### src/rtl/mips_pkg.sv
`default_nettype none
// ============================================================================
//  Module      : mips_pkg
//  Description : Shared definitions for the fetch front end. Holds the major
//                opcode constants, the instruction-fetch FSM state encoding,
//                the default reset PC and a small opcode-extraction helper.
//  Revision    : 1.0 - initial release
// ============================================================================
package mips_pkg;

    localparam logic [31:0] RESET_PC_DEFAULT = 32'h0000_0000;

    // Major opcodes (instr[31:26]) recognised by the Control stage
    localparam logic [5:0] OP_RTYPE = 6'h00;
    localparam logic [5:0] OP_BEQ   = 6'h04;
    localparam logic [5:0] OP_BNE   = 6'h05;
    localparam logic [5:0] OP_ADDI  = 6'h08;
    localparam logic [5:0] OP_LW    = 6'h23;
    localparam logic [5:0] OP_SW    = 6'h2B;

    // IF FSM: IDLE = nothing outstanding, REQ = live request,
    // DRAIN = outstanding request whose data will be thrown away
    typedef enum logic [1:0] {
        IF_IDLE  = 2'd0,
        IF_REQ   = 2'd1,
        IF_DRAIN = 2'd2
    } if_state_e;

    function automatic logic [5:0] get_opcode(input logic [31:0] word);
        return word[31:26];
    endfunction

endpackage
`default_nettype wire

### src/rtl/fetch_fifo.sv
`default_nettype none
// ============================================================================
//  Module      : fetch_fifo
//  Description : Small registered FIFO holding fetched {instr, pc} pairs.
//                Head entry is read straight from storage registers, so the
//                output never depends combinationally on the write data.
//                Flush has priority over push and pop. DEPTH must be a power
//                of two (2 or 4 in this design).
//  Revision    : 1.0 - initial release
// ============================================================================
module fetch_fifo
    import mips_pkg::*;
#(
    parameter int DEPTH = 2,
    parameter int WIDTH = 64,
    localparam int AW   = $clog2(DEPTH),
    localparam int CW   = AW + 1
) (
    input  logic             clk,
    input  logic             rst_n,
    input  logic             push_i,
    input  logic             pop_i,
    input  logic             flush_i,
    input  logic [WIDTH-1:0] data_i,
    output logic [WIDTH-1:0] data_o,
    output logic             full_o,
    output logic             empty_o,
    output logic [CW-1:0]    count_o
);

    logic [WIDTH-1:0] mem_q [DEPTH];
    logic [AW-1:0]    wr_ptr_q;
    logic [AW-1:0]    rd_ptr_q;
    logic [CW-1:0]    count_q;
    logic             do_push;
    logic             do_pop;

    assign empty_o = (count_q == '0);
    assign full_o  = (count_q == CW'(DEPTH));
    assign count_o = count_q;
    assign data_o  = mem_q[rd_ptr_q];

    // A push into a full queue is only legal when the head leaves the same cycle
    assign do_pop  = pop_i && !empty_o;
    assign do_push = push_i && (!full_o || do_pop);

    // Storage, pointers and occupancy; flush empties the queue in one cycle
    always_ff @(posedge clk or negedge rst_n) begin
        if (!rst_n) begin
            for (int i = 0; i < DEPTH; i++) begin
                mem_q[i] <= '0;
            end
            wr_ptr_q <= '0;
            rd_ptr_q <= '0;
            count_q  <= '0;
        end else if (flush_i) begin
            wr_ptr_q <= '0;
            rd_ptr_q <= '0;
            count_q  <= '0;
        end else begin
            if (do_push) begin
                mem_q[wr_ptr_q] <= data_i;
                wr_ptr_q        <= wr_ptr_q + AW'(1);
            end
            if (do_pop) begin
                rd_ptr_q <= rd_ptr_q + AW'(1);
            end
            count_q <= count_q + CW'(do_push) - CW'(do_pop);
        end
    end

endmodule
`default_nettype wire

### src/rtl/if_stage.sv
`default_nettype none
// ============================================================================
//  Module      : if_stage
//  Description : Instruction-fetch stage. Issues one word fetch at a time to
//                instruction memory, buffers returned words with their PC in
//                a small fetch queue and presents the head to decode. Handles
//                redirects (flush + refetch) including requests that are
//                still outstanding when the redirect arrives.
//  Options     : define IF_PERF_CNT_EN to add saturating fetch_cnt/flush_cnt
//                performance counters.
//  Revision    : 1.0 - initial release
// ============================================================================
module if_stage
    import mips_pkg::*;
#(
    parameter logic [31:0] RESET_PC = RESET_PC_DEFAULT,
    parameter int          FQ_DEPTH = 2
) (
    input  logic        clk,
    input  logic        rst_n,
    output logic        imem_req,
    output logic [31:0] imem_addr,
    input  logic        imem_ack,
    input  logic [31:0] imem_rdata,
    input  logic        redirect,
    input  logic [31:0] redirect_pc,
    input  logic        stall,
    output logic        instr_valid,
    output logic [31:0] instr,
    output logic [31:0] instr_pc,
    output logic [5:0]  opcode
`ifdef IF_PERF_CNT_EN
    ,
    output logic [31:0] fetch_cnt,
    output logic [15:0] flush_cnt
`endif
);

    localparam int CW = $clog2(FQ_DEPTH) + 1;
    localparam int OW = CW + 1;

    if_state_e   state_q, state_d;
    logic [31:0] fetch_pc_q, fetch_pc_d;
    logic [31:0] req_addr_q, req_addr_d;
    logic [31:0] redir_pc_al;
    logic [CW-1:0] fq_count;
    logic        fq_full;
    logic        fq_empty;
    logic [63:0] fq_dout;
    logic        push;
    logic        pop;
    logic [OW-1:0] occ_after;

    assign redir_pc_al = {redirect_pc[31:2], 2'b00};

    assign instr_valid = !fq_empty;
    assign pop         = instr_valid && !stall && !redirect;
    assign push        = (state_q == IF_REQ) && imem_ack && !redirect;

    // Occupancy once this cycle's push and pop are applied; decides whether a
    // back-to-back request can be issued right after an ack
    assign occ_after = {1'b0, fq_count} + OW'(1) - OW'(pop);

    // The request address is held in its own register so it stays put while
    // a redirect retargets fetch_pc during DRAIN
    assign imem_req  = (state_q != IF_IDLE);
    assign imem_addr = req_addr_q;

    assign instr    = fq_dout[63:32];
    assign instr_pc = fq_dout[31:0];
    assign opcode   = get_opcode(instr);

    fetch_fifo #(
        .DEPTH (FQ_DEPTH),
        .WIDTH (64)
    ) u_fetch_fifo (
        .clk     (clk),
        .rst_n   (rst_n),
        .push_i  (push),
        .pop_i   (pop),
        .flush_i (redirect),
        .data_i  ({imem_rdata, fetch_pc_q}),
        .data_o  (fq_dout),
        .full_o  (fq_full),
        .empty_o (fq_empty),
        .count_o (fq_count)
    );

    // FSM state, fetch PC and latched request address
    always_ff @(posedge clk or negedge rst_n) begin
        if (!rst_n) begin
            state_q    <= IF_IDLE;
            fetch_pc_q <= RESET_PC;
            req_addr_q <= RESET_PC;
        end else begin
            state_q    <= state_d;
            fetch_pc_q <= fetch_pc_d;
            req_addr_q <= req_addr_d;
        end
    end

    // Next-state, fetch PC advance and redirect handling
    always_comb begin
        state_d    = state_q;
        fetch_pc_d = fetch_pc_q;
        req_addr_d = req_addr_q;
        unique case (state_q)
            IF_IDLE: begin
                if (redirect) begin
                    // Queue is flushed this cycle, so a slot is guaranteed
                    fetch_pc_d = redir_pc_al;
                    req_addr_d = redir_pc_al;
                    state_d    = IF_REQ;
                end else if (!fq_full) begin
                    req_addr_d = fetch_pc_q;
                    state_d    = IF_REQ;
                end
            end
            IF_REQ: begin
                if (imem_ack) begin
                    if (redirect) begin
                        fetch_pc_d = redir_pc_al;
                        state_d    = IF_IDLE;
                    end else begin
                        fetch_pc_d = fetch_pc_q + 32'd4;
                        if (occ_after < OW'(FQ_DEPTH)) begin
                            req_addr_d = fetch_pc_q + 32'd4;
                            state_d    = IF_REQ;
                        end else begin
                            state_d = IF_IDLE;
                        end
                    end
                end else if (redirect) begin
                    fetch_pc_d = redir_pc_al;
                    state_d    = IF_DRAIN;
                end
            end
            IF_DRAIN: begin
                if (redirect) begin
                    fetch_pc_d = redir_pc_al;
                end
                if (imem_ack) begin
                    state_d = IF_IDLE;
                end
            end
            default: begin
                state_d = IF_IDLE;
            end
        endcase
    end

`ifdef IF_PERF_CNT_EN
    logic [31:0] fetch_cnt_q;
    logic [15:0] flush_cnt_q;

    // Saturating counts of instructions handed to decode and of redirects
    always_ff @(posedge clk or negedge rst_n) begin
        if (!rst_n) begin
            fetch_cnt_q <= '0;
            flush_cnt_q <= '0;
        end else begin
            if (pop && (fetch_cnt_q != '1)) begin
                fetch_cnt_q <= fetch_cnt_q + 32'd1;
            end
            if (redirect && (flush_cnt_q != '1)) begin
                flush_cnt_q <= flush_cnt_q + 16'd1;
            end
        end
    end

    assign fetch_cnt = fetch_cnt_q;
    assign flush_cnt = flush_cnt_q;
`endif

endmodule
`default_nettype wire
### config.mk
export PLATFORM = sky130hd
export DESIGN_NAME = if_stage
export DESIGN_NICKNAME = d
export VERILOG_FILES = /design/src/rtl/mips_pkg.sv /design/src/rtl/fetch_fifo.sv /design/src/rtl/if_stage.sv
export SDC_FILE = /design/constraint.sdc
export NUM_CORES = 1
export LEC_CHECK = 0
export ABC_CLOCK_PERIOD_IN_PS = 1800
export CORE_MARGIN = 2
export CORE_UTILIZATION = 55
export CTS_BUF_LIST = sky130_fd_sc_hd__clkbuf_8
export CTS_CLUSTER_DIAMETER = 120
export DETAILED_ROUTE_END_ITERATION = 10
export DONT_BUFFER_PORTS = 1
export PLACE_DENSITY = 0.73
export SYNTH_ARGS = -nofsm -noshare
export SYNTH_HDL_FRONTEND = slang
export SYNTH_SLANG_ARGS = --single-unit
export TNS_END_PERCENT = 20
### constraint.sdc
create_clock -name clk -period 1.8 [get_ports clk]
set_input_delay 0.36 -clock clk [delete_from_list [all_inputs] [get_ports clk]]
set_output_delay 0.36 -clock clk [all_outputs]
set_load 0.05 [all_outputs]
; ---- After elaboration in Yosys (flattened, before gate mapping)
; Cells that the tools add are included.
[word_totals]
ff_bits = 198
inputBits = 69
mem_count = 0
ram_bits = 0
wordCells = 83
rom_bits = 0
out_inout_bits = 104
latch_bits = 0
[op_classes]
mul = 0
order_cmp = 4
reduce_logical = 23
n_div = 0
eq_ne = 9
shifts = 0
mux = 29
addsub = 7
bitwise_logic = 3
[op_table]
columns = operator, count
row1 = $mux W32, 8
row2 = $mux W64, 4
row3 = $bwmux W128, 1
row4 = $pmux W32 S2, 2
row5 = $demux W64 S1, 1
row6 = $add A32 B3 Y32 const B, 1
row7 = $mux W2, 6
row8 = $reduce_bool A2 Y1, 5
row9 = $logic_and A1 B1 Y1, 7
row10 = $mux W1, 6
row11 = $ne A2 B2 Y1 const B, 3
row12 = $ne A3 B3 Y1 const B, 2
row13 = $pmux W2 S3, 1
row14 = $reduce_and A5 Y1, 1
row15 = $eq A2 B2 Y1 const B, 2
row16 = $ge A2 B2 Y1 const B, 2
row17 = $logic_not A1 Y1, 4
row18 = $logic_not A2 Y1, 2
row19 = $not A1 Y2, 2
row20 = $add A2 B1 Y3 const B, 1
row21 = $lt A3 B2 Y1 const B, 1
row22 = $reduce_and A3 Y1, 1
row23 = $sub A3 B1 Y3, 1
row24 = $add A1 B1 Y1 const B, 2
row25 = 9 further kinds, 9

; ---- Longest topological paths before layout
; Gate-level depths: netlist (run 1).
[logic_depth]
depth_word = 10
mapped_depth = 9
mapped_depth_nobuf = 7

; ---- Hierarchy
; Synthesis (run 1) repeated with hierarchy kept, for this count alone.
[unflattened]
hier_cells = 854
area_unflattened_um2 = 10167.3
[by_module_without_submodules]
columns = mod, cells_each, seq_area_each_um2, area_each_um2, instances
row1 = fetch_fifo, 365, 3303.2, 5979.5, 1
row2 = if_stage, 489, 1651.6, 4187.8, 1

; ---- Worst setup path after synthesis (run 1)
; Ideal clock, no wire load.
[synth_timing]
kind = register -> output
from = register u_fetch_fifo.rd_ptr_q
to = output opcode[0]
path_stages_with_launch = 5
slack_ns = -0.294
arrival_time_ns = 1.734
cell_sequence = dfrtp_1 -> clkbuf_1 -> buf_1 -> mux2_2 -> buf_4
[synth_via]
elab_chain_len = 4
[synth_lines]
columns = element, line
row1 = from (decl), fetch_fifo.sv:33  ; logic [AW-1:0] rd_ptr_q;
row2 = from (signal assigned), fetch_fifo.sv:66  ; rd_ptr_q <= rd_ptr_q + AW'(1);
row3 = $not A1 Y2 (implied by the code), fetch_fifo.sv:41  ; assign data_o = mem_q[rd_ptr_q];
row4 = $mux W64 (implied by the code) (3 in series), fetch_fifo.sv:41
row5 = to (decl), if_stage.sv:31  ; output logic [5:0] opcode
; Every way passes these cells. The select of a mux whose other input is x is not followed.

; ---- Worst setup path in the final report (run 1)
[layout_timing]
from = register u_fetch_fifo.rd_ptr_q
to = output instr[27]
[layout_via]
elab_chain_len = 4
[layout_lines]
columns = element, line
row1 = $not A1 Y2 (implied by the code), fetch_fifo.sv:41
row2 = $mux W64 (implied by the code) (3 in series), fetch_fifo.sv:41
row3 = to (decl), if_stage.sv:29  ; output logic [31:0] instr,
; Every way passes these cells. The select of a mux whose other input is x is not followed.

==> results.yml, run 1 <==
logic_synthesis:
  syn_area_per_cell_um2: 11.3
  synth_nets: 977
  yosys_warnings: 0
  synth_top_flop_cell: "dfrtp_1"
  synth.cell_area_um2: 10200
  ys_seq_area_share_pct: 48.3
  async_flop_share_pct: 100
  synth_area_leaders: "dfrtp_1 48%, mux2_2 14%, mux2_1 5.5%"
  yosysTopAreaCellShare_pct: 48.3
  synth_top_area_cell: "dfrtp_1"
  syn_inst: 905
  synth_edf_count: 0
  synth_seq_cells: 198
  synth_cell_types: 67
route:
  via_per_inst: 6.35
  dr.pass1.iters: 5
  post_drt_wl_per_cell_um: 22.3
  routed_wl_mm: 26.9
  postRouteAntennaNets: 0
  drtIter0Drc: 599
  drcViolationCount: 0
  vias: 7647
worst_setup_path:
  critPathMaxFanout: 10
  start_kind: "flop"
  cp-end-kind: "output pin"
  required_ns: 1.44
  critPathKind: "reg -> out"
  cp.arrival_ns: 1.68
pwr:
  p_leak_nw: 5.31
  p_int_w: 0.0115
  vdd_ir_drop_max_mv: 1.26
  p_sw_w: 0.0102
  seqPwrFrac_pct: 39.5
  clock_power_share_pct: 13.9
  p_comb_share_pct: 46.7
  p_sw_share_pct: 47.0
  total_power_w: 0.0217
  power.density_nw_per_um2: 1780
grt:
  grt_max_degree: 199
  antenna_found_initial: 0
  track_usage_pct: 27.3
  grt_pass1_vias: 7723
  grt_pass1_wl_mm: 42.4
  grt_overflow: 0
status:
  status: "finished, violations left"
  violations: "hold timing, setup timing"
floorplanning:
  fp.coreArea_um2: 18100
  start_util_pct: 56.5
  io-pin-count: 173
  die_y_um: 141
  die_area_um2: 19700
  fp-row-count: 49
  die_width_um: 141
place:
  placed_area_um2: 11100
  portBuffers: 0
  place.gp.congestion: 0.949
  dp_hpwl_mm: 17.9
  dp_cells: 1155
clock_tree:
  cts_made_buffers: 17
  clkLatencyLatePin_ns: 0.47
  cts_root_buf: "clkbuf_8"
  cts_hold_buf: 12
  cts_max_level: 4
  clock_sinks: 198
  cts_tree: "yes"
  clk_pin_slew_worst_paths_ns: 0.10
  max-clock-path-buffers: 2
job:
  max_cap_viol_count: 0
timing:
  min_period_ns: 2.04
  setup_viol: 76
  maxSlewViolCount: 0
  finClkSkew_ns: 0.0137
  slew_headroom_pct: 53.4
  final.setup.tns_ns: -13.70
  setup_ws_ns: -0.237
  final_hold_viol_count: 198
  finalHoldWorstSlack_ns: -0.424
  min_period_over_period_pct: 113
  tightest_slew_ns: 0.698
  rsz0062_at_grt: "true"
  clock.fmax_ghz: 0.491
layout:
  mostFrequentLayoutCells: "192 x dfrtp_1, 99 x buf_4, 74 x mux2_2, 67 x mux2_4, 50 x nand2_1"
  layout_commonest_cell: "dfrtp_1"
  antenna_cells: 0
  drive_gt1_share_pct: 36.1
  synthToLayoutAreaGrowth_pct: 18.7
  fin_cells: 1205
  final_nets: 1036
  fin_util_pct: 67.1
  design_area_um2: 12200
hold_path:
  hp-class: "in -> async"
## power groups by stage
| stage | Combinational (W) | Clock [W] | Sequential, W |
|---|---|---|---|
| floorplan | 0.00783 | 0 | 0.00814 |
| global placement | 0.00909 | 0 | 0.00844 |
| detailed placement | 0.00925 | 0 | 0.00856 |
| CTS | 0.00968 | 0.00306 | 0.00848 |
| global route | 0.0106 | 0.00323 | 0.00880 |
| finish | 0.0101 | 0.00301 | 0.00856 |
## stage by stage
stage	setup slack [ns]	hold WS [ns]
finish	-0.237	-0.424
global route	-0.283	-0.462
CTS	-0.273	-0.455
global placement	-0.158	0.0680
detailed placement	-0.177	0.0681
floorplan	-0.0890	0.0644
## path summary, 6_finish.rpt
kind | start | endpoint | slack [ns] | depth (start not counted)
max | u_fetch_fifo.rd_ptr_q | instr[27] | -0.24 | 3
min | rst_n | u_fetch_fifo.mem_q[37] | -0.42 | 0
max reg2reg | fetch_pc_q[6] | fetch_pc_q[17] | -0.09 | 7
min reg2reg | u_fetch_fifo.mem_q[10] | u_fetch_fifo.mem_q[10] | 0.49 | 2
max in group asynchronous | rst_n | u_fetch_fifo.mem_q[87] | 1.93 | 0
min in group clk | imem_rdata[12] | u_fetch_fifo.mem_q[108] | 0.03 | 1
## metal layers
metal | global-route usage (%) | up-vias | wire, um | part of all wire [%]
li1 | - | 3439 | - | -
met4 | 7.42 | 0 | 529 | 2.0
met2 | 44.3 | 349 | 12800 | 48
met3 | 8.07 | 48 | 2310 | 8.6
met5 | 0 | - | 0 | 0
met1 | 36.0 | 3811 | 11300 | 42
## registers in the layout, summed over array words and instances (netlist names)
name / count
state_q: 2
fetch_pc_q: 32
u_fetch_fifo.mem_q: 128
u_fetch_fifo.wr_ptr_q: 1
u_fetch_fifo.rd_ptr_q: 1
imem_addr: 32
u_fetch_fifo.count_o: 2
## Yosys cell counts, types with 6 or more instances
master,number
mux2_1,50
nor4_1,9
o22ai_1,12
o21ai_0,28
a221o_1,11
xor2_1,7
buf_6,10
nand2_1,50
nor2_1,52
a21oi_1,33
clkbuf_1,43
and4_1,8
a22oi_1,6
nor3_1,14
mux2_2,128
or3_1,10
nand3_1,23
a2111oi_0,7
inv_1,10
a31oi_1,6
o31ai_1,9
and3_1,8
buf_2,25
buf_4,8
nand4_1,12
and2_1,11
a211oi_1,17
a311oi_1,8
dfrtp_1,198
xnor2_1,9
mux2i_1,8
mux2_4,11
## cell families after synthesis
kind of cell	share of synthesized area [%]
AND/OR/NAND/NOR	11.8
adder cells (fa/ha/maj)	0.366
AO/OA/AOI/OAI	11.1
XOR/XNOR	1.37
flip-flops	48.3
buffers and inverters	5.05
multiplexers	22.0
## cell type report
| cell class | instances | area [um^2] |
|---|---|---|
| Clock inverter | 14 | 174 |
| Multi-Input combinational cell | 606 | 5240 |
| Sequential cell | 198 | 4960 |
| Inverter | 10 | 40.0 |
| Clock buffer | 17 | 234 |
| Timing Repair Buffer | 131 | 1240 |
| Tap cell | 229 | 287 |
| Fill cell | 1379 | 5980 |
## worst max-delay path: stages (launching register included)
cell       delay, ns
dfrtp_2         0.43
buf_4           0.16
clkbuf_16       0.17
mux2_4          0.45
## timing repair
| action | 4_1_cts | 5_1_grt |
|---|---|---|
| endpoints found under the hold margin | 213 | 198 |
| cloned | 1 | 2 |
| gates resized for setup | 58 | 61 |
| buffers inserted | 4 | 0 |
| pin swaps | 7 | 10 |
| endpoints found under the setup margin | 247 | 223 |
Power figures use the tool's default switching activity.
==> run 2, diff against run 1 <==
--- a/config.mk
+++ b/config.mk
@@ -12,6 +12,7 @@
 export CTS_CLUSTER_DIAMETER = 120
 export DETAILED_ROUTE_END_ITERATION = 10
 export DONT_BUFFER_PORTS = 1
+export MAX_ROUTING_LAYER = met4
 export PLACE_DENSITY = 0.73
 export SYNTH_ARGS = -nofsm -noshare
 export SYNTH_HDL_FRONTEND = slang
==> results.yml, run 2 (synthesized netlist as in run 1, its figures left out) <==
timing:
  setup_viol: 77
  finClkSkew_ns: 0.0118
  final.setup.tns_ns: -12.46
  clock.fmax_ghz: 0.491
  min_period_ns: 2.04
  maxSlewViolCount: 0
  tightest_slew_ns: 0.696
  min_period_over_period_pct: 113
  slew_headroom_pct: 53.5
  finalHoldWorstSlack_ns: -0.436
  setup_ws_ns: -0.237
  final_hold_viol_count: 198
  rsz0062_at_grt: "true"
worst_setup_path:
  critPathMaxFanout: 28
  required_ns: 1.44
  cpMaxStageDelayCell: "dfrtp_2"
  slowest_delay_ns: 0.44
  cp.arrival_ns: 1.68
  cp-end-kind: "output pin"
  crit_family: "flip-flops"
  rr_startpoint: "fetch_pc_q[2]"
  critPathMostFrequentCell: "buf_12"
  cp.buffers_inverters: 2
  timing.critical_path.from: "u_fetch_fifo.rd_ptr_q"
  cp_cell_sequence: "buf_12, mux2_4, buf_12"
  start_kind: "flop"
  critPathKind: "reg -> out"
layout:
  drive_gt1_share_pct: 36.0
  fin_util_pct: 68.5
  multiInputGateArea_um2: 5290
  seq_area_um2: 4960
  regMostFlops: "u_fetch_fifo.mem_q"
  largest_reg_flops: 128
  layout_commonest_cell: "dfrtp_1"
  antenna_cells: 0
  final_nets: 1063
  synthToLayoutAreaGrowth_pct: 21.3
  fill_cells: 1340
  mostFrequentLayoutCells: "195 x dfrtp_1, 103 x buf_4, 73 x mux2_4, 67 x mux2_2, 49 x mux2_1"
route:
  drtIter0Drc: 605
  dr.pass1.iters: 5
  via_per_inst: 6.31
  drcViolationCount: 0
  vias: 7775
  routed_wl_mm: 27.3
  postRouteAntennaNets: 0
  post_drt_wl_per_cell_um: 22.2
grt:
  grt_pass1_vias: 7898
  grt_pass1_wl_mm: 43.3
  antenna_found_initial: 0
  grt_overflow: 0
  track_usage_pct: 28.9
  grt_max_degree: 199
hold_path:
  hp-class: "in -> async"
floorplanning:
  die_y_um: 141
  io-pin-count: 173
  die_width_um: 141
  fp.coreArea_um2: 18100
  fp-row-count: 49
  start_util_pct: 56.5
  die_area_um2: 19700
pwr:
  p_leak_nw: 5.44
  power.density_nw_per_um2: 1740
  vdd_ir_drop_max_mv: 1.17
clock_tree:
  clk_pin_slew_worst_paths_ns: 0.10
  cts_root_buf: "clkbuf_8"
  clkLatencyLatePin_ns: 0.48
  clock_sinks: 198
  cts_tree: "yes"
  cts_made_buffers: 17
  cts_max_level: 4
  max-clock-path-buffers: 2
status:
  status: "finished, violations left"
  violations: "hold timing, setup timing"
place:
  dp_hpwl_mm: 18.1
  portBuffers: 0
  place.gp.congestion: 0.947
job:
  max_cap_viol_count: 0
==> run 2: cell count changes in the layout (fill, tap and decap cells not counted), sizes merged, moves of 2 or more <==
cell         delta
bufinv          -2
clkinvlp        +2
dlygate4sd3    +21
buf             +8
==> run 2: layout make-up <==
| cell class | instances | area share (%) |
|---|---|---|
| multi-input combinational | 606 | 42.5 |
| sequential | 198 | 39.9 |
| timing repair buffer | 158 | 11.9 |
| tap | 229 | 2.30 |
| clock buffer | 18 | 1.99 |
| clock inverter | 14 | 1.12 |
| inverter | 10 | 0.302 |
==> run 2: per-stage QoR <==
step	hold slack [ns]	cell area, um^2	cells	worst slack, ns	total power, W
4_1_cts	-0.467	12300	1229	-0.276	0.0215
6_report	-0.436	12400	1233	-0.237	0.0216
3_5_place_dp	0.0683	11100	1157	-0.187	0.0178
5_1_grt	-0.470	12400	1233	-0.296	0.0226
2_1_floorplan	0.0644	10300	905	-0.0890	0.0160
3_3_place_gp	0.0680	11100	1157	-0.168	0.0175
==> run 2: path summary, 6_finish.rpt <==
kind | to | slack (ns) | cells past startpoint
worst max-delay path | opcode[0] | -0.24 | 3
worst min register to register | u_fetch_fifo.mem_q[113] | 0.49 | 1
min in group clk | u_fetch_fifo.mem_q[115] | 0.03 | 1
max in group asynchronous | fetch_pc_q[16] | 1.87 | 0
worst min-delay path | u_fetch_fifo.mem_q[101] | -0.44 | 0
worst max register to register | imem_addr[29] | -0.04 | 7
==> run 2: timing repair <==
action / CTS / global route
gates cloned: 1 / 0
endpoints found under the hold margin: 235 / 203
hold buffers: 28 / 5
resized for setup: 86 / 40
pin swaps: 12 / 10
endpoints found under the setup margin: 245 / 169
setup buffers: 11 / 0
==> run 2: routing by layer <==
metal,GRT usage (%),part of all wire (%)
met5,-,0
met4,8.58,2.3
met3,7.66,8.3
met2,45.8,48
met1,37.0,41
==> run 2: where the power goes <==
part / internal [W] / leakage (nW) / total [W] / switching (W)
clock network: 0.00117 / 0.188 / 0.00288 / 0.00170
registers: 0.00626 / 2.40 / 0.00856 / 0.00230
logic: 0.00390 / 2.86 / 0.0102 / 0.00629
total: 0.0113 / 5.44 / 0.0216 / 0.0103
==> run 3, diff against run 2 <==
--- a/config.mk
+++ b/config.mk
@@ -9,11 +9,11 @@
 export CORE_MARGIN = 2
 export CORE_UTILIZATION = 55
 export CTS_BUF_LIST = sky130_fd_sc_hd__clkbuf_8
-export CTS_CLUSTER_DIAMETER = 120
 export DETAILED_ROUTE_END_ITERATION = 10
 export DONT_BUFFER_PORTS = 1
 export MAX_ROUTING_LAYER = met4
 export PLACE_DENSITY = 0.73
+export SKIP_CTS_REPAIR_TIMING = 1
 export SYNTH_ARGS = -nofsm -noshare
 export SYNTH_HDL_FRONTEND = slang
 export SYNTH_SLANG_ARGS = --single-unit
==> results.yml, run 3 (synthesized netlist as in run 1, its figures left out) <==
layout:
  mostFrequentLayoutCells: "194 x dfrtp_1, 98 x buf_4, 76 x mux2_4, 66 x mux2_2, 48 x nand2_1"
  antenna_cells: 0
  drive_gt1_share_pct: 37.0
  design_area_um2: 12500
  largest_reg_flops: 128
  layout_commonest_cell: "dfrtp_1"
  synthToLayoutAreaGrowth_pct: 22.0
  regMostFlops: "u_fetch_fifo.mem_q"
  fin_util_pct: 68.9
  fill_cells: 1324
  final_nets: 1058
timing:
  tightest_slew_ns: 0.728
  final_hold_viol_count: 198
  finalHoldWorstSlack_ns: -0.438
  slew_headroom_pct: 51.4
  clock.fmax_ghz: 0.481
  min_period_ns: 2.08
  min_period_over_period_pct: 116
  maxSlewViolCount: 0
  finClkSkew_ns: 0.0115
  setup_viol: 74
  rsz0062_at_grt: "true"
  setup_ws_ns: -0.279
grt:
  grt_pass1_vias: 7633
  antenna_found_initial: 0
  grt_max_degree: 199
  track_usage_pct: 27.4
  grt_overflow: 0
  grt_pass1_wl_mm: 41.1
worst_setup_path:
  cp-end-kind: "output pin"
  cp.arrival_ns: 1.72
  rr_startpoint: "fetch_pc_q[5]"
  timing.critical_path.from: "u_fetch_fifo.rd_ptr_q"
  cp_cell_sequence: "buf_12, buf_12, mux2_4, buf_12"
  critPathMaxFanout: 5
  crit_family: "buffers and inverters"
  required_ns: 1.44
  cp.buffers_inverters: 3
  start_kind: "flop"
  cpMaxStageDelayCell: "dfrtp_2"
  critPathKind: "reg -> out"
  critPathMostFrequentCell: "buf_12"
  slowest_delay_ns: 0.45
floorplanning:
  fp.coreArea_um2: 18100
  die_y_um: 141
  start_util_pct: 56.5
  fp-row-count: 49
  die_width_um: 141
  die_area_um2: 19700
  io-pin-count: 173
route:
  drcViolationCount: 0
  vias: 7714
  routed_wl_mm: 28.0
  drtIter0Drc: 646
  via_per_inst: 6.28
  postRouteAntennaNets: 0
  post_drt_wl_per_cell_um: 22.8
  dr.pass1.iters: 5
status:
  status: "finished, violations left"
  violations: "hold timing, setup timing"
pwr:
  total_power_w: 0.0218
  p_leak_nw: 5.48
  clock_power_share_pct: 13.2
  p_sw_share_pct: 47.6
  vdd_ir_drop_max_mv: 1.17
  seqPwrFrac_pct: 39.3
  p_sw_w: 0.0104
  p_int_w: 0.0114
  power.density_nw_per_um2: 1750
  p_comb_share_pct: 47.5
place:
  portBuffers: 0
  dp_hpwl_mm: 18.1
  placed_area_um2: 11100
  place.gp.congestion: 0.947
clock_tree:
  max-clock-path-buffers: 2
  cts_root_buf: "clkbuf_8"
  cts_tree: "yes"
  clock_sinks: 198
  clk_pin_slew_worst_paths_ns: 0.10
  clkLatencyLatePin_ns: 0.48
  cts_max_level: 4
  cts_made_buffers: 17
hold_path:
  hp-class: "in -> async"
job:
  max_cap_viol_count: 0
## run 3: power by group through the flow
stage          clock network [W]  registers [W]  logic (W)
3_3_place_gp                   0        0.00843    0.00911
5_1_grt                  0.00311        0.00879     0.0109
4_1_cts                  0.00293        0.00847    0.00929
2_1_floorplan                  0        0.00814    0.00783
6_report                 0.00288        0.00858     0.0104
3_5_place_dp                   0        0.00857    0.00925
## run 3: per-stage QoR
stage	std cells	setup TNS [ns]	hold WS, ns	setup slack, ns
6_report	1228	-13.16	-0.438	-0.279
5_1_grt	1228	-18.51	-0.470	-0.325
4_1_cts	1189	-32.06	-0.467	-0.325
3_5_place_dp	1157	-13.43	0.0683	-0.187
3_3_place_gp	1157	-13.55	0.0680	-0.168
2_1_floorplan	905	-4.88	0.0644	-0.0890
## run 3: per-layer routing
| layer | GRT usage [%] | vias up | wire, um |
|---|---|---|---|
| met5 | - | - | 0 |
| met4 | 8.95 | 0 | 556 |
| met3 | 7.66 | 42 | 2270 |
| met2 | 43.2 | 323 | 13500 |
| met1 | 34.5 | 3876 | 11700 |
| li1 | - | 3473 | - |
## run 3: layout make-up
type                    count  area, um^2  area share [%]
multi-input cells         606        5340            42.7
clock buffers              18         248            1.98
repair buffers            153        1500            12.0
flip-flops and latches    198        4960            39.7
well taps                 229         287            2.29
clock inverters            14         139            1.11
inverters                  10        37.5           0.300
## run 3: worst paths after layout
check,end,slack [ns],cells past startpoint
min in group clk,u_fetch_fifo.mem_q[101],0.01,1
max,opcode[5],-0.28,4
max in group asynchronous,imem_addr[10],2.01,0
max reg2reg,imem_addr[12],-0.08,7
min reg2reg,u_fetch_fifo.mem_q[69],0.49,1
min,u_fetch_fifo.mem_q[37],-0.44,0
